## config.mk

```make
export PLATFORM = sky130hd
export DESIGN_NAME = boss_bullet_collide
export DESIGN_NICKNAME = d
export VERILOG_FILES = /design/src/rtl/boss_bullet_collide.sv
export SDC_FILE = /design/constraint.sdc
export NUM_CORES = 1
export LEC_CHECK = 0
export ABC_AREA = 1
export CAP_MARGIN = 0
export CORE_MARGIN = 4
export CORE_UTILIZATION = 60
export CTS_CLUSTER_SIZE = 12
export DETAILED_ROUTE_END_ITERATION = 16
export PLACE_DENSITY = 0.83
export SLEW_MARGIN = 20
export SYNTH_ARGS = -nofsm -noshare
export SYNTH_HDL_FRONTEND = slang
export SYNTH_SLANG_ARGS = --single-unit
```

## constraint.sdc

```tcl
create_clock -name clk -period 3.2 [get_ports clk]
set_clock_uncertainty 0.1 [all_clocks]
set_input_delay 0.48 -clock clk [delete_from_list [all_inputs] [get_ports clk]]
set_output_delay 0.48 -clock clk [all_outputs]
set_load 0.01 [all_outputs]
```

## src/rtl/boss_bullet_collide.sv

```systemverilog
// rtl/boss_bullet_collide.sv - boss bullet / player overlap counter, hit commit and lives sequencer
// Optional feature macro: BOSS_COLLIDE_BLINK_EN (player_blink toggling during invulnerability)
module boss_bullet_collide #(
  parameter int START_LIVES    = 3,
  parameter int HIT_THRESHOLD  = 4,
  parameter int COLLIDE_FRAMES = 2,
  parameter int INVULN_FRAMES  = 60
) (
  input  logic       clk,
  input  logic       rst,
  input  logic       frame_tick,
  input  logic       pixel_valid,
  input  logic       boss_bullet_en,
  input  logic       player_en,
  input  logic       bossbullet_exist,
  output logic       collide,
  output logic       hit_pulse,
  output logic [2:0] lives,
  output logic       invuln,
  output logic       game_over,
  output logic       player_blink
);

  typedef enum logic [1:0] {
    ARMED  = 2'd0,
    HIT    = 2'd1,
    INVULN = 2'd2,
    DEAD   = 2'd3
  } state_t;

  localparam logic [2:0] LIVES_INIT = 3'(START_LIVES);
  localparam logic [9:0] THRESH     = 10'(HIT_THRESHOLD);
  localparam logic [7:0] CF_LAST    = 8'(COLLIDE_FRAMES);
  localparam logic [7:0] IF_LAST    = 8'(INVULN_FRAMES);

  state_t     state;
  logic [9:0] ov_cnt;
  logic [7:0] frame_cnt;
  logic [7:0] frame_next;
  logic       ov;

  assign ov         = pixel_valid & boss_bullet_en & player_en & bossbullet_exist;
  assign frame_next = frame_cnt + 8'd1;

  // Per-frame overlap count; a tick-cycle pixel seeds the next frame, count saturates
  always_ff @(posedge clk) begin
    if (rst) begin
      ov_cnt <= 10'd0;
    end else if (frame_tick) begin
      ov_cnt <= {9'd0, ov};
    end else if (ov && (ov_cnt != 10'h3FF)) begin
      ov_cnt <= ov_cnt + 10'd1;
    end
  end

  // Hit / invulnerability / game-over sequencer with registered outputs
  always_ff @(posedge clk) begin
    if (rst) begin
      state     <= ARMED;
      frame_cnt <= 8'd0;
      collide   <= 1'b0;
      hit_pulse <= 1'b0;
      lives     <= LIVES_INIT;
      invuln    <= 1'b0;
      game_over <= 1'b0;
    end else begin
      hit_pulse <= 1'b0;
      case (state)
        ARMED: begin
          // only the count from the completed frame is judged here
          if (frame_tick && (ov_cnt >= THRESH) && (lives != 3'd0)) begin
            hit_pulse <= 1'b1;
            collide   <= 1'b1;
            lives     <= lives - 3'd1;
            frame_cnt <= 8'd0;
            if (lives == 3'd1) begin
              state     <= DEAD;
              game_over <= 1'b1;
            end else begin
              state <= HIT;
            end
          end
        end
        HIT: begin
          if (frame_tick) begin
            if (frame_next == CF_LAST) begin
              collide   <= 1'b0;
              frame_cnt <= 8'd0;
              if (INVULN_FRAMES > 0) begin
                state  <= INVULN;
                invuln <= 1'b1;
              end else begin
                state <= ARMED;
              end
            end else begin
              frame_cnt <= frame_next;
            end
          end
        end
        INVULN: begin
          collide <= 1'b0;
          if (frame_tick) begin
            if (frame_next == IF_LAST) begin
              state     <= ARMED;
              invuln    <= 1'b0;
              frame_cnt <= 8'd0;
            end else begin
              frame_cnt <= frame_next;
            end
          end
        end
        default: begin
          // terminal: hold the game-over outputs until reset
          game_over <= 1'b1;
          collide   <= 1'b1;
          lives     <= 3'd0;
          invuln    <= 1'b0;
        end
      endcase
    end
  end

`ifdef BOSS_COLLIDE_BLINK_EN
  logic blink_q;

  // Blink toggles every fourth tick inside invulnerability, cleared on entry and exit
  always_ff @(posedge clk) begin
    if (rst) begin
      blink_q <= 1'b0;
    end else if (state != INVULN) begin
      blink_q <= 1'b0;
    end else if (frame_tick) begin
      if (frame_next == IF_LAST) begin
        blink_q <= 1'b0;
      end else if (frame_next[1:0] == 2'd0) begin
        blink_q <= ~blink_q;
      end
    end
  end

  assign player_blink = blink_q;
`else
  assign player_blink = 1'b0;
`endif

endmodule

```

==> results of run 1 <==
sequential cells by signal, summed over array words and instances, names as in the netlist:
| name | cells |
|---|---|
| state | 2 |
| lives | 3 |
| game_over | 1 |
| collide | 1 |
| ov_cnt | 10 |
| invuln | 1 |
| hit_pulse | 1 |
| frame_cnt | 8 |
cell usage in the layout, fill, tap and decap left out, types with 4 or more instances in the layout:
master           count
nand4_1              7
nand2_2              7
a21oi_1             22
nor2_1              24
o21ai_0              6
nand2_1             43
clkdlybuf4s50_1     13
ha_1                11
inv_1               34
nand3_1             17
inv_2                6
dfxtp_1             27
nor3_1               4
stage by stage:
step	setup WS (ns)	cells
global route	1.09	286
global placement	1.04	282
detailed placement	0.933	282
CTS	1.28	286
finish	1.26	286
floorplan	1.48	241
critical path, cell delays in order:
cell,delay [ns]
clkdlybuf4s50_1,0.52
inv_2,0.07
a21oi_1,0.14
o21ai_1,0.12
nand2_2,0.11
nand2_2,0.08
nor2_4,0.25
inv_2,0.12
nand2_1,0.08
a21oi_1,0.06
power groups by stage:
| stage | Clock, uW | Combinational, uW | Sequential, uW |
|---|---|---|---|
| final | 146 | 546 | 416 |
| after global routing | 166 | 628 | 422 |
| after CTS | 152 | 549 | 416 |
| after detailed placement | 0 | 546 | 422 |
| after global placement | 0 | 543 | 422 |
| after floorplan | 0 | 411 | 428 |
final cells by class:
cell class,instances,area share
multi-input combinational,169,0.515
clock buffer,3,0.0121
inverter,42,0.0849
timing repair buffer,14,0.0741
sequential,27,0.291
clock inverter,1,0.00270
tap,30,0.0202
worst paths after layout:
check / slack (ns) / start / endpoint / cells past startpoint
worst max-delay path: 1.26 / frame_tick / frame_cnt[3]$_SDFFE_PP0P_ / 10
worst min-delay path: 0.36 / invuln$_SDFFE_PP0P_ / invuln$_SDFFE_PP0P_ / 2
worst max register to register: 1.29 / lives[0]$_SDFFE_PP1P_ / frame_cnt[3]$_SDFFE_PP0P_ / 10
worst min register to register: 0.36 / invuln$_SDFFE_PP0P_ / invuln$_SDFFE_PP0P_ / 2
Yosys cell counts, types with 2 or more instances:
library cell / number
nand2_1: 43
inv_1: 34
dfxtp_1: 27
nor2_1: 24
a21oi_1: 22
nand3_1: 17
ha_1: 11
nand2_2: 7
nand4_1: 7
inv_2: 6
o21ai_0: 6
nor3_1: 4
nand2_4: 3
nand3_2: 3
nor3_2: 3
o21ai_1: 3
a31oi_1: 2
clkinv_1: 2
nor2_2: 2
o31ai_1: 2
per-layer routing:
metal	GRT usage	part of all wire
met5	0	0
met4	0.0557	0.0070
met3	0.0255	0.028
met2	0.327	0.46
met1	0.284	0.50
kinds of logic after synthesis:
group / Yosys count / share of synthesized area
other cells: 1 / 0.00224
buf+inv: 45 / 0.107
compound gates: 39 / 0.128
flops: 27 / 0.322
fa+ha+maj: 11 / 0.0821
simple gates: 118 / 0.358
==> impl_metrics.py, run 1 <==
metrics = {
    "status": {
        "outcome": "finished clean",
    },
    "setup_path": {
        "criticalPathCategory": "input port to flip-flop",
        "cp-start-kind": "input port",
        "cp.required_ns": 3.32,
        "cp.arrival_ns": 2.06,
        "critPathMaxFanout": 12,
        "worst_setup_path_end_kind": "flip-flop",
    },
    "grt": {
        "grt_pass1_vias": 1362,
        "track_usage": 0.202,
        "grt_pass1_wl_mm": 5.82,
        "overflow": 0,
        "antenna_found_initial": 0,
        "grt_max_degree": 16,
    },
    "clocking": {
        "root_buffer": "clkbuf_4",
        "post_cts_resized": 0,
        "clk_pin_slew_ns": 0.14,
        "cts_buffer_depth": 2,
        "clkLatencyLatePin_ns": 0.32,
        "post-cts-setup-buffers": 0,
        "cts_buffers": 3,
        "cts_tree": "done",
        "cts_max_level": 1,
        "cts_sinks": 27,
        "hold_buffers": 0,
    },
    "placed_design": {
        "placed_area_um2": 1830,
        "dpl.hpwl_mm": 2.58,
        "port_buffers": 13,
        "gp_congestion": 0.855,
    },
    "synth": {
        "synthFlopType": "dfxtp_1",
        "yosysTopAreaCell": "dfxtp_1",
        "ys_types": 33,
        "netlist_area_um2": 1680,
        "synth.ff_latch_count": 27,
        "yosysSeqAreaShare": 0.322,
        "syn_inst": 241,
        "async_reset_ff_frac": 0,
        "syn_area_per_cell_um2": 6.96,
        "synthTopCellsByArea": "dfxtp_1 32%, nand2_1 9.6%, ha_1 8.2%, inv_1 7.6%, a21oi_1 6.6%",
        "synth_edf_count": 0,
        "synth.top_cell.area_share": 0.322,
        "synth_fp_nets": 259,
        "ys_warn_count": 0,
    },
    "routing": {
        "ant_nets": 0,
        "dr_total_vias": 1510,
        "post_drt_wl_per_cell_um": 11.6,
        "drt-initial-drc-count": 78,
        "firstDrtPassIters": 4,
        "vias_per_cell": 5.28,
        "drc": 0,
        "wirelength_mm": 3.31,
    },
    "finish": {
        "drive_gt1_frac": 0.121,
        "multi_input_area_um2": 956,
        "design_area_um2": 1860,
        "final_util": 0.723,
        "syn2layout_area_growth_pct": 10.7,
        "fillCellCount": 213,
        "diodes": 0,
        "seqCellArea_um2": 541,
        "nets": 275,
    },
    "power": {
        "power_frac_clock": 0.132,
        "design_power_total_uw": 1110,
        "power.switching_uw": 481,
        "power_density_nw_per_um2": 596,
        "p_comb_frac": 0.493,
        "p_seq_frac": 0.376,
        "ir_drop_mv": 0.564,
        "p_sw_frac": 0.434,
        "power_leakage_uw": 0.000764,
        "p_int_uw": 627,
    },
    "timing": {
        "final_max_slew_viol_count": 0,
        "final.period_utilization": 0.605,
        "fmax_ghz": 0.517,
        "whs_ns": 0.359,
        "setup_viol": 0,
        "min_period_ns": 1.94,
        "finalHoldViolCount": 0,
        "rsz0062_at_grt": "no",
        "tns_ns": 0,
    },
    "hold_path": {
        "hp-class": "flip-flop to flip-flop",
    },
    "floorplan": {
        "rows": 18,
        "die_w_um": 60.9,
        "start_util": 0.653,
        "core_um2": 2570,
        "pin_count": 15,
        "die_area_um2": 3700,
        "die_h_um": 60.9,
    },
    "run": {
        "cap_violations": 0,
    },
}
(Power assumes the default switching activity.)
==> inputs of run 2 (changes only) <==
--- a/config.mk
+++ b/config.mk
@@ -8,10 +8,10 @@
 export ABC_AREA = 1
 export CAP_MARGIN = 0
 export CORE_MARGIN = 4
-export CORE_UTILIZATION = 60
+export CORE_UTILIZATION = 57
 export CTS_CLUSTER_SIZE = 12
 export DETAILED_ROUTE_END_ITERATION = 16
-export PLACE_DENSITY = 0.83
+export PLACE_DENSITY = 0.79
 export SLEW_MARGIN = 20
 export SYNTH_ARGS = -nofsm -noshare
 export SYNTH_HDL_FRONTEND = slang
==> constraint.sdc (replaced) <==
create_clock -name clk -period 2 [get_ports clk]
set_clock_uncertainty 0.1 [all_clocks]
set_input_delay 0.3 -clock clk [delete_from_list [all_inputs] [get_ports clk]]
set_output_delay 0.3 -clock clk [all_outputs]
set_load 0.01 [all_outputs]
==> impl_metrics.py, run 2 (same netlist as run 1, synthesis figures left out) <==
metrics = {
    "status": {
        "outcome": "finished clean",
    },
    "routing": {
        "drt-initial-drc-count": 89,
        "post_drt_wl_per_cell_um": 11.8,
        "met2_length_mm": 1.65,
        "top_layer_used": "met4",
        "dr_total_vias": 1579,
        "firstDrtPassIters": 4,
        "ant_nets": 0,
        "wl_met1_mm": 1.61,
        "wl_met3_um": 145,
        "drc": 0,
        "vias_per_cell": 5.39,
        "wirelength_mm": 3.47,
    },
    "power": {
        "p_comb_frac": 0.516,
        "power_density_nw_per_um2": 969,
        "p_int_uw": 1040,
        "power_leakage_uw": 0.000788,
        "power.switching_uw": 798,
        "ir_drop_mv": 1.01,
        "power_frac_clock": 0.130,
        "p_seq_frac": 0.354,
        "p_sw_frac": 0.433,
    },
    "finish": {
        "final_common_cell": "nand2_1",
        "drive_gt1_frac": 0.141,
        "largest_register": "ov_cnt",
        "syn2layout_area_growth_pct": 13.4,
        "fillCellCount": 267,
        "design_area_um2": 1900,
        "diodes": 0,
        "layout_common_cells": "43 x nand2_1, 34 x inv_1, 26 x dfxtp_1, 24 x nor2_1, 22 x a21oi_1",
        "largest_reg_flops": 10,
        "nets": 281,
        "top_regs": "ov_cnt: 10 flops, frame_cnt: 8 flops, lives: 3 flops",
    },
    "hold_path": {
        "hold_depth": 2,
        "hp-class": "flip-flop to flip-flop",
    },
    "setup_path": {
        "criticalPathCategory": "flip-flop to flip-flop",
        "crit_path_cell_trace": "inv_1 -> ha_1 -> a21oi_1 -> o21ai_1 -> nand2_2 -> nand2_2 -> nor2_2 -> nand4_1 -> a21oi_1",
        "cp-start-kind": "flip-flop",
        "cp.arrival_ns": 1.99,
        "worst_setup_path_end_kind": "flip-flop",
        "cp.required_ns": 2.17,
        "critical_path.slowest_cell": "dfxtp_1",
        "critPathMaxFanout": 6,
        "rr_worst_depth": 9,
        "critPathMaxStageDelay_ns": 0.42,
    },
    "grt": {
        "grt_max_degree": 15,
        "grt_pass1_wl_mm": 5.99,
        "overflow": 0,
        "grt_pass1_vias": 1422,
        "track_usage": 0.182,
        "antenna_found_initial": 0,
    },
    "floorplan": {
        "core_um2": 2780,
        "start_util": 0.603,
        "die_w_um": 62.2,
        "pin_count": 15,
        "die_area_um2": 3870,
        "rows": 19,
        "die_h_um": 62.2,
    },
    "timing": {
        "setup_viol": 0,
        "tns_ns": 0,
        "final_max_slew_viol_count": 0,
        "min_period_ns": 1.81,
        "fmax_ghz": 0.552,
        "finalHoldViolCount": 0,
        "rsz0062_at_grt": "no",
        "final.period_utilization": 0.907,
    },
    "clocking": {
        "clk_pin_slew_ns": 0.15,
        "cts_sinks": 27,
        "clkLatencyLatePin_ns": 0.33,
        "cts_max_level": 1,
        "cts_tree": "done",
        "cts_buffer_depth": 2,
        "cts_buffers": 3,
        "root_buffer": "clkbuf_4",
    },
    "placed_design": {
        "dpl.hpwl_mm": 2.73,
        "placed_area_um2": 1870,
        "gp_congestion": 0.851,
        "port_buffers": 13,
    },
    "run": {
        "cap_violations": 0,
    },
}
[run 2: cell count changes in the layout (fill, tap and decap cells not counted), sizes merged]
cell | before | now
buf | 1 | 6
clkbuf | 3 | 4
clkinv | 3 | 2
nor2 | 27 | 28
[run 2: power by group through the flow]
| stage | clock, uW | sequential, uW | combinational [uW] |
|---|---|---|---|
| 3_3_place_gp | 0 | 665 | 904 |
| 6_report | 240 | 652 | 950 |
| 2_1_floorplan | 0 | 685 | 657 |
| 5_1_grt | 266 | 663 | 1060 |
| 4_1_cts | 246 | 652 | 918 |
| 3_5_place_dp | 0 | 665 | 916 |
[run 2: path summary, 6_finish.rpt]
check                         from                        end  slack (ns)
min            invuln$_SDFFE_PP0P_        invuln$_SDFFE_PP0P_        0.36
min reg2reg    invuln$_SDFFE_PP0P_        invuln$_SDFFE_PP0P_        0.36
max          lives[0]$_SDFFE_PP1P_  frame_cnt[2]$_SDFFE_PP0P_        0.19
max reg2reg  lives[0]$_SDFFE_PP1P_  frame_cnt[2]$_SDFFE_PP0P_        0.19
[run 2: layer usage]
layer | up-vias | global-route usage
met5 | - | 0
met4 | 0 | 0.0407
met3 | 6 | 0.0396
met2 | 39 | 0.312
met1 | 713 | 0.231
li1 | 821 | -
[run 2: cell type report]
type	instances	area, um^2	share of cell area
sequential	27	542	0.285
tap	31	38.8	0.0204
timing repair buffer	19	175	0.0921
inverter	42	158	0.0829
clock buffer	4	26.3	0.0138
multi-input combinational	170	962	0.506
[run 2: what timing repair did]
item	in CTS	in global routing
buffers inserted	0	0
endpoints found under the hold margin	0	0
setup endpoints to repair	0	3
gates resized for setup	0	1
hold buffers	0	0
[run 2: critical path, delay by kind of cell (launching register included)]
kind / cells / cell delay, ns
AND/OR/NAND/NOR: 4 / 0.58
flip-flops: 1 / 0.42
AO/OA/AOI/OAI: 3 / 0.38
adder cells (fa/ha/maj): 1 / 0.20
buffers and inverters: 1 / 0.09
[run 2: per-stage QoR]
step	total power, uW	utilization	hold WS, ns	cells	worst slack, ns
global route	1990	0.684	0.380	293	0.0267
detailed placement	1580	0.672	0.342	288	0.0145
global placement	1570	0.672	0.340	288	0.0829
CTS	1820	0.681	0.363	292	0.138
floorplan	1340	-	0.277	241	0.283
finish	1840	0.684	0.361	293	0.187
